--- src/rtl/pool_pkg.sv ---
// ============================================================================
// Module  : pool_pkg
// Brief   : Shared geometry, lane type and serializer FSM states for avg_pool output.
// Revision: 1.0
// ============================================================================
`default_nettype none

package pool_pkg;

  localparam int LANES     = 32;
  localparam int DW        = 32;
  localparam int OUT_LANES = 4;
  localparam int BEATS     = LANES / OUT_LANES;

  typedef logic [DW-1:0] lane_t;

  typedef enum logic [0:0] {
    IDLE = 1'b0,
    SEND = 1'b1
  } state_t;

endpackage

`default_nettype wire

--- src/rtl/pool_vec_fifo.sv ---
// ============================================================================
// Module  : pool_vec_fifo
// Brief   : DEPTH-entry register FIFO of whole vectors; exposes head and the entry behind it.
// Revision: 1.0
// ============================================================================
`default_nettype none

module pool_vec_fifo #(
  parameter int DEPTH = 2,
  parameter int WIDTH = 1024
) (
  input  logic                     clk,
  input  logic                     rstn,
  input  logic                     flush,
  input  logic                     push,
  input  logic                     pop,
  input  logic [WIDTH-1:0]         push_data,
  output logic [WIDTH-1:0]         head_data,
  output logic [WIDTH-1:0]         next_data,
  output logic [$clog2(DEPTH):0]   level,
  output logic                     full
);

  localparam int                c_PW       = $clog2(DEPTH);
  localparam logic [c_PW-1:0]   c_PTR_ONE  = c_PW'(1);
  localparam logic [c_PW:0]     c_LVL_ONE  = (c_PW + 1)'(1);
  localparam logic [c_PW:0]     c_LVL_FULL = (c_PW + 1)'(DEPTH);

  logic [WIDTH-1:0] r_mem [DEPTH];
  logic [c_PW-1:0]  r_wr_ptr;
  logic [c_PW-1:0]  r_rd_ptr;
  logic [c_PW:0]    r_level;
  logic [c_PW-1:0]  w_rd_ptr_next;

  // Storage carries no reset: only entries below level are ever read.
  always_ff @(posedge clk) begin
    if (push && !flush) begin
      r_mem[r_wr_ptr] <= push_data;
    end
  end

  always_ff @(posedge clk or negedge rstn) begin
    if (!rstn) begin
      r_wr_ptr <= '0;
      r_rd_ptr <= '0;
      r_level  <= '0;
    end else if (flush) begin
      r_wr_ptr <= '0;
      r_rd_ptr <= '0;
      r_level  <= '0;
    end else begin
      if (push) r_wr_ptr <= r_wr_ptr + c_PTR_ONE;
      if (pop)  r_rd_ptr <= r_rd_ptr + c_PTR_ONE;
      case ({push, pop})
        2'b10:   r_level <= r_level + c_LVL_ONE;
        2'b01:   r_level <= r_level - c_LVL_ONE;
        default: r_level <= r_level;
      endcase
    end
  end

  assign w_rd_ptr_next = r_rd_ptr + c_PTR_ONE;
  assign head_data     = r_mem[r_rd_ptr];
  assign next_data     = r_mem[w_rd_ptr_next];
  assign level         = r_level;
  assign full          = (r_level == c_LVL_FULL);

endmodule

`default_nettype wire

--- src/rtl/pool_out_serializer.sv ---
// ============================================================================
// Module  : pool_out_serializer
// Brief   : Buffers pooled vectors and streams them as OUT_LANES-wide valid/ready beats.
// Revision: 1.0
// ============================================================================
`default_nettype none

module pool_out_serializer #(
  parameter int LANES     = pool_pkg::LANES,
  parameter int DW        = pool_pkg::DW,
  parameter int OUT_LANES = pool_pkg::OUT_LANES,
  parameter int DEPTH     = 2
) (
  input  logic                                 clk,
  input  logic                                 rstn,
  input  logic                                 enable,
  input  logic                                 init,
  input  logic [LANES*DW-1:0]                  in_data,
  input  logic                                 in_data_valid,
  output logic [OUT_LANES*DW-1:0]              out_data,
  output logic                                 out_valid,
  input  logic                                 out_ready,
  output logic                                 out_last,
  output logic [$clog2(LANES/OUT_LANES)-1:0]   out_beat,
  output logic [$clog2(DEPTH):0]               level,
  output logic                                 overflow
);

  import pool_pkg::state_t;
  import pool_pkg::IDLE;
  import pool_pkg::SEND;

  localparam int                c_BEATS     = LANES / OUT_LANES;
  localparam int                c_BW        = $clog2(c_BEATS);
  localparam int                c_BEAT_W    = OUT_LANES * DW;
  localparam int                c_VEC_W     = LANES * DW;
  localparam int                c_LW        = $clog2(DEPTH) + 1;
  localparam logic [c_BW-1:0]   c_BEAT_ONE  = c_BW'(1);
  localparam logic [c_BW-1:0]   c_LAST_BEAT = c_BW'(c_BEATS - 1);
  localparam logic [c_LW-1:0]   c_LVL_ONE   = c_LW'(1);
  localparam logic              c_SINGLE    = 1'(c_BEATS == 1);

  state_t                r_state;
  state_t                w_state_nxt;
  logic                  r_out_valid;
  logic                  r_out_last;
  logic [c_BW-1:0]       r_out_beat;
  logic [c_BEAT_W-1:0]   r_out_data;
  logic                  r_overflow;

  logic [c_VEC_W-1:0]    w_head;
  logic [c_VEC_W-1:0]    w_next;
  logic [c_LW-1:0]       w_level;
  logic                  w_full;
  logic                  w_hs;
  logic                  w_last_hs;
  logic                  w_push;
  logic                  w_pop;
  logic                  w_drop;
  logic                  w_more;
  logic [c_BW-1:0]       w_beat_inc;

  logic                  w_load;
  logic                  w_valid_nxt;
  logic                  w_last_nxt;
  logic [c_BW-1:0]       w_beat_nxt;
  logic [c_BW-1:0]       w_src_beat;
  logic [c_VEC_W-1:0]    w_src_vec;
  logic [c_BEAT_W-1:0]   w_beats [c_BEATS];

  assign w_hs       = r_out_valid & out_ready;
  assign w_last_hs  = w_hs & r_out_last;
  assign w_pop      = w_last_hs & ~init;
  // A final-beat handshake frees a slot in the same cycle, so a strobe into a full buffer still lands.
  assign w_push     = in_data_valid & ~init & (~w_full | w_last_hs);
  assign w_drop     = in_data_valid & ~init & w_full & ~w_last_hs;
  assign w_more     = (w_level > c_LVL_ONE) | w_push;
  assign w_beat_inc = r_out_beat + c_BEAT_ONE;

  pool_vec_fifo #(
    .DEPTH (DEPTH),
    .WIDTH (c_VEC_W)
  ) u_fifo (
    .clk       (clk),
    .rstn      (rstn),
    .flush     (init),
    .push      (w_push),
    .pop       (w_pop),
    .push_data (in_data),
    .head_data (w_head),
    .next_data (w_next),
    .level     (w_level),
    .full      (w_full)
  );

  for (genvar b = 0; b < c_BEATS; b++) begin : g_beat
    assign w_beats[b] = w_src_vec[b*c_BEAT_W +: c_BEAT_W];
  end

  always_ff @(posedge clk or negedge rstn) begin
    if (!rstn) begin
      r_state <= IDLE;
    end else begin
      r_state <= w_state_nxt;
    end
  end

  always_comb begin
    w_state_nxt = r_state;
    if (init) begin
      w_state_nxt = IDLE;
    end else begin
      case (r_state)
        IDLE:    if ((w_level != '0) && enable) w_state_nxt = SEND;
        SEND:    if (w_last_hs && !(w_more && enable)) w_state_nxt = IDLE;
        default: w_state_nxt = IDLE;
      endcase
    end
  end

  // The vector that follows a final beat is either the second FIFO entry or the strobe arriving now.
  always_comb begin
    w_load      = 1'b0;
    w_valid_nxt = r_out_valid;
    w_last_nxt  = r_out_last;
    w_beat_nxt  = r_out_beat;
    w_src_beat  = '0;
    w_src_vec   = w_head;
    case (r_state)
      IDLE: begin
        if ((w_level != '0) && enable) begin
          w_load      = 1'b1;
          w_valid_nxt = 1'b1;
          w_beat_nxt  = '0;
          w_last_nxt  = c_SINGLE;
        end
      end
      SEND: begin
        if (w_last_hs) begin
          w_beat_nxt  = '0;
          w_last_nxt  = 1'b0;
          w_valid_nxt = 1'b0;
          if (w_more && enable) begin
            w_load      = 1'b1;
            w_valid_nxt = 1'b1;
            w_last_nxt  = c_SINGLE;
            w_src_vec   = (w_level > c_LVL_ONE) ? w_next : in_data;
          end
        end else if (w_hs) begin
          w_load      = 1'b1;
          w_src_beat  = w_beat_inc;
          w_beat_nxt  = w_beat_inc;
          w_last_nxt  = (w_beat_inc == c_LAST_BEAT);
          w_valid_nxt = enable;
        end else if (!r_out_valid && enable) begin
          w_valid_nxt = 1'b1;
        end
      end
      default: begin
        w_valid_nxt = 1'b0;
      end
    endcase
  end

  always_ff @(posedge clk or negedge rstn) begin
    if (!rstn) begin
      r_out_valid <= 1'b0;
      r_out_last  <= 1'b0;
      r_out_beat  <= '0;
      r_out_data  <= '0;
      r_overflow  <= 1'b0;
    end else if (init) begin
      r_out_valid <= 1'b0;
      r_out_last  <= 1'b0;
      r_out_beat  <= '0;
      r_out_data  <= '0;
      r_overflow  <= 1'b0;
    end else begin
      r_out_valid <= w_valid_nxt;
      r_out_last  <= w_last_nxt;
      r_out_beat  <= w_beat_nxt;
      if (w_load) r_out_data <= w_beats[w_src_beat];
      if (w_drop) r_overflow <= 1'b1;
    end
  end

  assign out_data  = r_out_data;
  assign out_valid = r_out_valid;
  assign out_last  = r_out_last;
  assign out_beat  = r_out_beat;
  assign level     = w_level;
  assign overflow  = r_overflow;

endmodule

`default_nettype wire

--- config.mk ---
export PLATFORM = sky130hd
export DESIGN_NAME = pool_out_serializer
export DESIGN_NICKNAME = d
export VERILOG_FILES = /design/src/rtl/pool_pkg.sv /design/src/rtl/pool_vec_fifo.sv /design/src/rtl/pool_out_serializer.sv
export SDC_FILE = /design/constraint.sdc
export NUM_CORES = 2
export LEC_CHECK = 0
export ABC_AREA = 0
export CORE_MARGIN = 2
export CORE_UTILIZATION = 35
export DETAILED_ROUTE_END_ITERATION = 8
export GPL_TIMING_DRIVEN = 0
export PLACE_DENSITY = 0.55
export SETUP_SLACK_MARGIN = 0.2
export SLEW_MARGIN = 30
export SYNTH_ARGS = -nofsm -noshare
export SYNTH_HDL_FRONTEND = slang
export SYNTH_SLANG_ARGS = --single-unit
--- constraint.sdc ---
create_clock -name clk -period 87.8 [get_ports clk]
set_clock_uncertainty 0.1 [all_clocks]
set_input_delay 17.56 -clock clk [delete_from_list [all_inputs] [get_ports clk]]
set_output_delay 17.56 -clock clk [all_outputs]
set_load 0.01 [all_outputs]
==> implementation parameters <==
Parameter                              Value

Global route
  GRT Util Overall    0.254
  Initial antenna violation count    257
  Global route total overflow    0
  Vias in the first global route    55031
  Pin count of the biggest net entering global routing    54
  First-pass GRT wire length    457 mm

Logic synthesis
  Async set-reset flop share out of synthesis    0.0636
  Top cell type's share of synthesized area    0.684
  Netlist area before placement    89900 um2
  Cell type contributing the most total cell area after synthesis    sky130_fd_sc_hd__edfxtp_1
  Number of different library cells in the post-synthesis netlist    65
  Post-synthesis register bit count    2187
  Register area share after synthesis    0.723
  Syn. warnings    0
  Biggest area contributors in the synthesized netlist    sky130_fd_sc_hd__edfxtp_1, sky130_fd_sc_hd__mux4_2, sky130_fd_sc_hd__dfrtp_1
  Most common library cells after synthesis    sky130_fd_sc_hd__edfxtp_1, sky130_fd_sc_hd__mux4_2, sky130_fd_sc_hd__nand2_1
  Post-synth EDFFs    2048
  Mapped Cells    4338
  Post-synth top flop    sky130_fd_sc_hd__edfxtp_1
  Post-synthesis average cell area    20.7 um2
  Leading cell type by number of instances after synthesis    sky130_fd_sc_hd__edfxtp_1
  Post-synthesis net count    5373

Hold path
  Cell depth of the worst hold path    1
  Tightest Hold Check Type    flop to flop

Floorplan
  Number of core rows    186
  Starting Density    0.351
  Width of the chip    511 um
  Total Die Area    261000 um2
  Area of the placeable core    256000 um2
  Die Height    511 um
  Boundary Pins    1166

Placed design
  Final estimated routing congestion in global placement    0.829
  Number of port buffers    1164
  Placed wire-length estimate    254 mm
  Instance count after placement with tap cells included    9090

Critical path
  Reg-to-reg critical path startpoint    out_valid$_DFFE_PN0P_
  Reg-to-reg critical path endpoint    u_fifo.r_mem[1][611]$_DFFE_PP_
  Cell breakdown of the critical path    buf_2 > buf_1 > clkbuf_1 > nor3b_4 > buf_8 > buf_8 > buf_6 > buf_6 > buf_6 > buf_6 > buf_6 > buf_6 > buf_6 > buf_6 > buf_6
  Library cell contributing the largest single delay on the critical path    sky130_fd_sc_hd__nor3b_4
  Worst reg-to-reg setup slack    83.67 ns
  Cell with the most instances on the worst path    sky130_fd_sc_hd__buf_6
  Worst stage delay on the critical path    0.70 ns
  Termination of the worst setup path    u_fifo.r_mem[1][611]$_DFFE_PP_
  Startpoint of the worst setup timing path    init
  Critical Path Fanout Max    13
  Data arrival time of the critical path    21.50 ns
  Setup Crit Path Kind    input pin to flop
  Critical Path RT    88.27 ns
  Setup crit start kind    input pin
  Kind of capture point of the worst setup path    flop
  FF-to-FF path depth    15

CTS
  Resize count post-CTS    0
  CTS H-Tree Depth    4
  Cell chosen for the clock root    sky130_fd_sc_hd__clkbuf_16
  Clock tree sinks    2187
  Post-CTS clock slew at the launch and capture registers of the worst setup and hold paths    0.06 ns
  Number of buffers on the longest clock path    3
  Number of buffers inserted during clock tree synthesis    237
  TritonCTS clock tree    built
  Hold-fix buffer count after cts    0
  Setup Buffers After CTS    0
  Clock insertion delay at the later pin of the skew report    0.90 ns

Final layout
  Fraction of layout instances using a drive strength above 1    0.261
  Fillcell total    21976
  Syn-to-layout area delta    29.4%
  Combined flip-flop and latch cell area    65000 um2
  Multi-input combinational cell area    23200 um2
  Number of non-filler instances in the completed layout    9638
  Layout Utilization    0.454
  Fin nets    6980

STA
  Setup Viol. Count Final    0
  Worst max-slew margin expressed relative to the limit    0.246
  Count of final hold-check violations    0
  Aggregate negative setup slack    0 ns
  RSZ-0062 raised after global routing    no
  Worst Tran Pin Value    1.13 ns
  Fraction of the cycle the final worst path needs    0.240
  Number of slew-limit violations in the final report    0
  Achievable frequency    47.6 MHz
  Final Critical Period    21.03 ns

Drt
  Wire length per cell    35.0 um
  Antenna viol nets, final    0
  Routed vias    53706
  Vias per std cell    5.57
  Remaining routing DRC violations    0
  DRC marker count from the first detailed-route iteration    6208
  Total routed wirelength    337 mm
  Drt first pass iters    6

Power
  Max VDD drop    21.1 uV
  Power share of the combinational group    0.082
  Sequential share of power    0.504
  Leakage Power    0.0377 uW
  Ratio of total power to cell area    20.7 nW/um2
  Reported net switching power    543 uW
  Cell-internal power    1870 uW
  Clock Power Share    0.414
  Sw Ratio    0.225

Run status
  Outcome    finished clean

Job
  Max-cap violation count    0
## power groups by stage
stage	clock, uW	sequential, uW	combinational (uW)
2_1_floorplan	0	1310	68.6
3_3_place_gp	0	1360	177
3_5_place_dp	0	1240	196
4_1_cts	1020	1210	197
5_1_grt	1060	1220	208
6_report	998	1210	197
## per-layer routing
layer  routed length, um  track usage
met1              132000        0.321
met5                 890            0
met2              159000        0.398
met3               33800       0.0938
met4               11100       0.0957
## area by class of cell
| cell class | count | share of cell area |
|---|---|---|
| diodes | 98 | 0.00211 |
| plain buffers | 305 | 0.0148 |
| clock buffers | 346 | 0.0570 |
| clock inverters | 104 | 0.00994 |
| inverters | 5 | 0.000161 |
| multi-input cells | 1841 | 0.200 |
| flip-flops and latches | 2187 | 0.559 |
| well taps | 3384 | 0.0364 |
| repair buffers | 1368 | 0.121 |
## worst max-delay path: cells and delay by family
family / cells / cell delay, ns
buffers and inverters: 14 / 3.18
AND/OR/NAND/NOR: 1 / 0.70
## registers in the layout, summed over array words and instances (netlist names)
name	cells
u_fifo.r_mem	2048
out_data	128
out_beat	3
u_fifo.level	2
out_last	1
out_valid	1
overflow	1
r_state	1
u_fifo.r_rd_ptr	1
u_fifo.r_wr_ptr	1
## placed cells by master, fill, tap and decap left out, types with 7 or more instances in the layout
master	instances
sky130_fd_sc_hd__a22oi_1	173
sky130_fd_sc_hd__clkinv_1	19
sky130_fd_sc_hd__a2bb2oi_1	10
sky130_fd_sc_hd__o21ai_0	20
sky130_fd_sc_hd__o22ai_1	24
sky130_fd_sc_hd__nand3_1	12
sky130_fd_sc_hd__diode_2	98
sky130_fd_sc_hd__buf_2	127
sky130_fd_sc_hd__nor2_1	96
sky130_fd_sc_hd__nand4_1	56
sky130_fd_sc_hd__buf_8	42
sky130_fd_sc_hd__a31oi_1	25
sky130_fd_sc_hd__clkbuf_8	27
sky130_fd_sc_hd__nor3b_1	12
sky130_fd_sc_hd__edfxtp_1	2048
sky130_fd_sc_hd__o21ai_1	21
sky130_fd_sc_hd__a221oi_1	11
sky130_fd_sc_hd__clkinv_2	42
sky130_fd_sc_hd__mux4_2	636
sky130_fd_sc_hd__clkbuf_2	19
sky130_fd_sc_hd__clkinvlp_4	9
sky130_fd_sc_hd__a211o_1	15
sky130_fd_sc_hd__buf_4	35
sky130_fd_sc_hd__nand2_1	238
sky130_fd_sc_hd__clkbuf_1	171
sky130_fd_sc_hd__a21oi_1	58
sky130_fd_sc_hd__mux4_1	16
sky130_fd_sc_hd__mux2_2	184
sky130_fd_sc_hd__a21o_1	22
sky130_fd_sc_hd__bufinv_16	15
sky130_fd_sc_hd__a2111oi_2	9
sky130_fd_sc_hd__buf_6	186
sky130_fd_sc_hd__clkdlybuf4s50_1	1163
sky130_fd_sc_hd__a211oi_1	13
sky130_fd_sc_hd__a311o_1	65
sky130_fd_sc_hd__clkinv_16	7
sky130_fd_sc_hd__clkbuf_16	238
sky130_fd_sc_hd__dfrtp_1	139
sky130_fd_sc_hd__a22o_1	73
## worst min path at each step
stage | startpoint | end
after global placement | out_data[19]$_DFFE_PN0P_ | out_data[19]$_DFFE_PN0P_
final | out_data[16]$_DFFE_PN0P_ | out_data[16]$_DFFE_PN0P_
after global routing | out_data[19]$_DFFE_PN0P_ | out_data[19]$_DFFE_PN0P_
after detailed placement | out_data[19]$_DFFE_PN0P_ | out_data[19]$_DFFE_PN0P_
after floorplan | overflow$_DFFE_PN0P_ | overflow$_DFFE_PN0P_
after CTS | out_data[16]$_DFFE_PN0P_ | out_data[16]$_DFFE_PN0P_
## cell families after synthesis
| kind of cell | synth area share |
|---|---|
| DFF | 0.723 |
| muxes | 0.187 |
| AOI/OAI and AO/OA | 0.0473 |
| and+or+nand+nor | 0.0221 |
| buffers and inverters | 0.0190 |
| adders and majority gates | 0.000696 |
| xor gates and xnor gates | 0.000390 |
## per-stage QoR
| step | cell area [um2] | hold slack [ns] | total power, uW | worst slack, ns |
|---|---|---|---|---|
| finish | 116000 | 0.394 | 2410 | 66.77 |
| global route | 116000 | 0.419 | 2480 | 66.65 |
| CTS | 116000 | 0.400 | 2430 | 66.82 |
| detailed placement | 108000 | 0.385 | 1430 | 65.84 |
| global placement | 106000 | 0.376 | 1540 | 1.38 |
| floorplan | 89900 | 0.429 | 1380 | 28.67 |
Power figures use the tool's default switching activity.
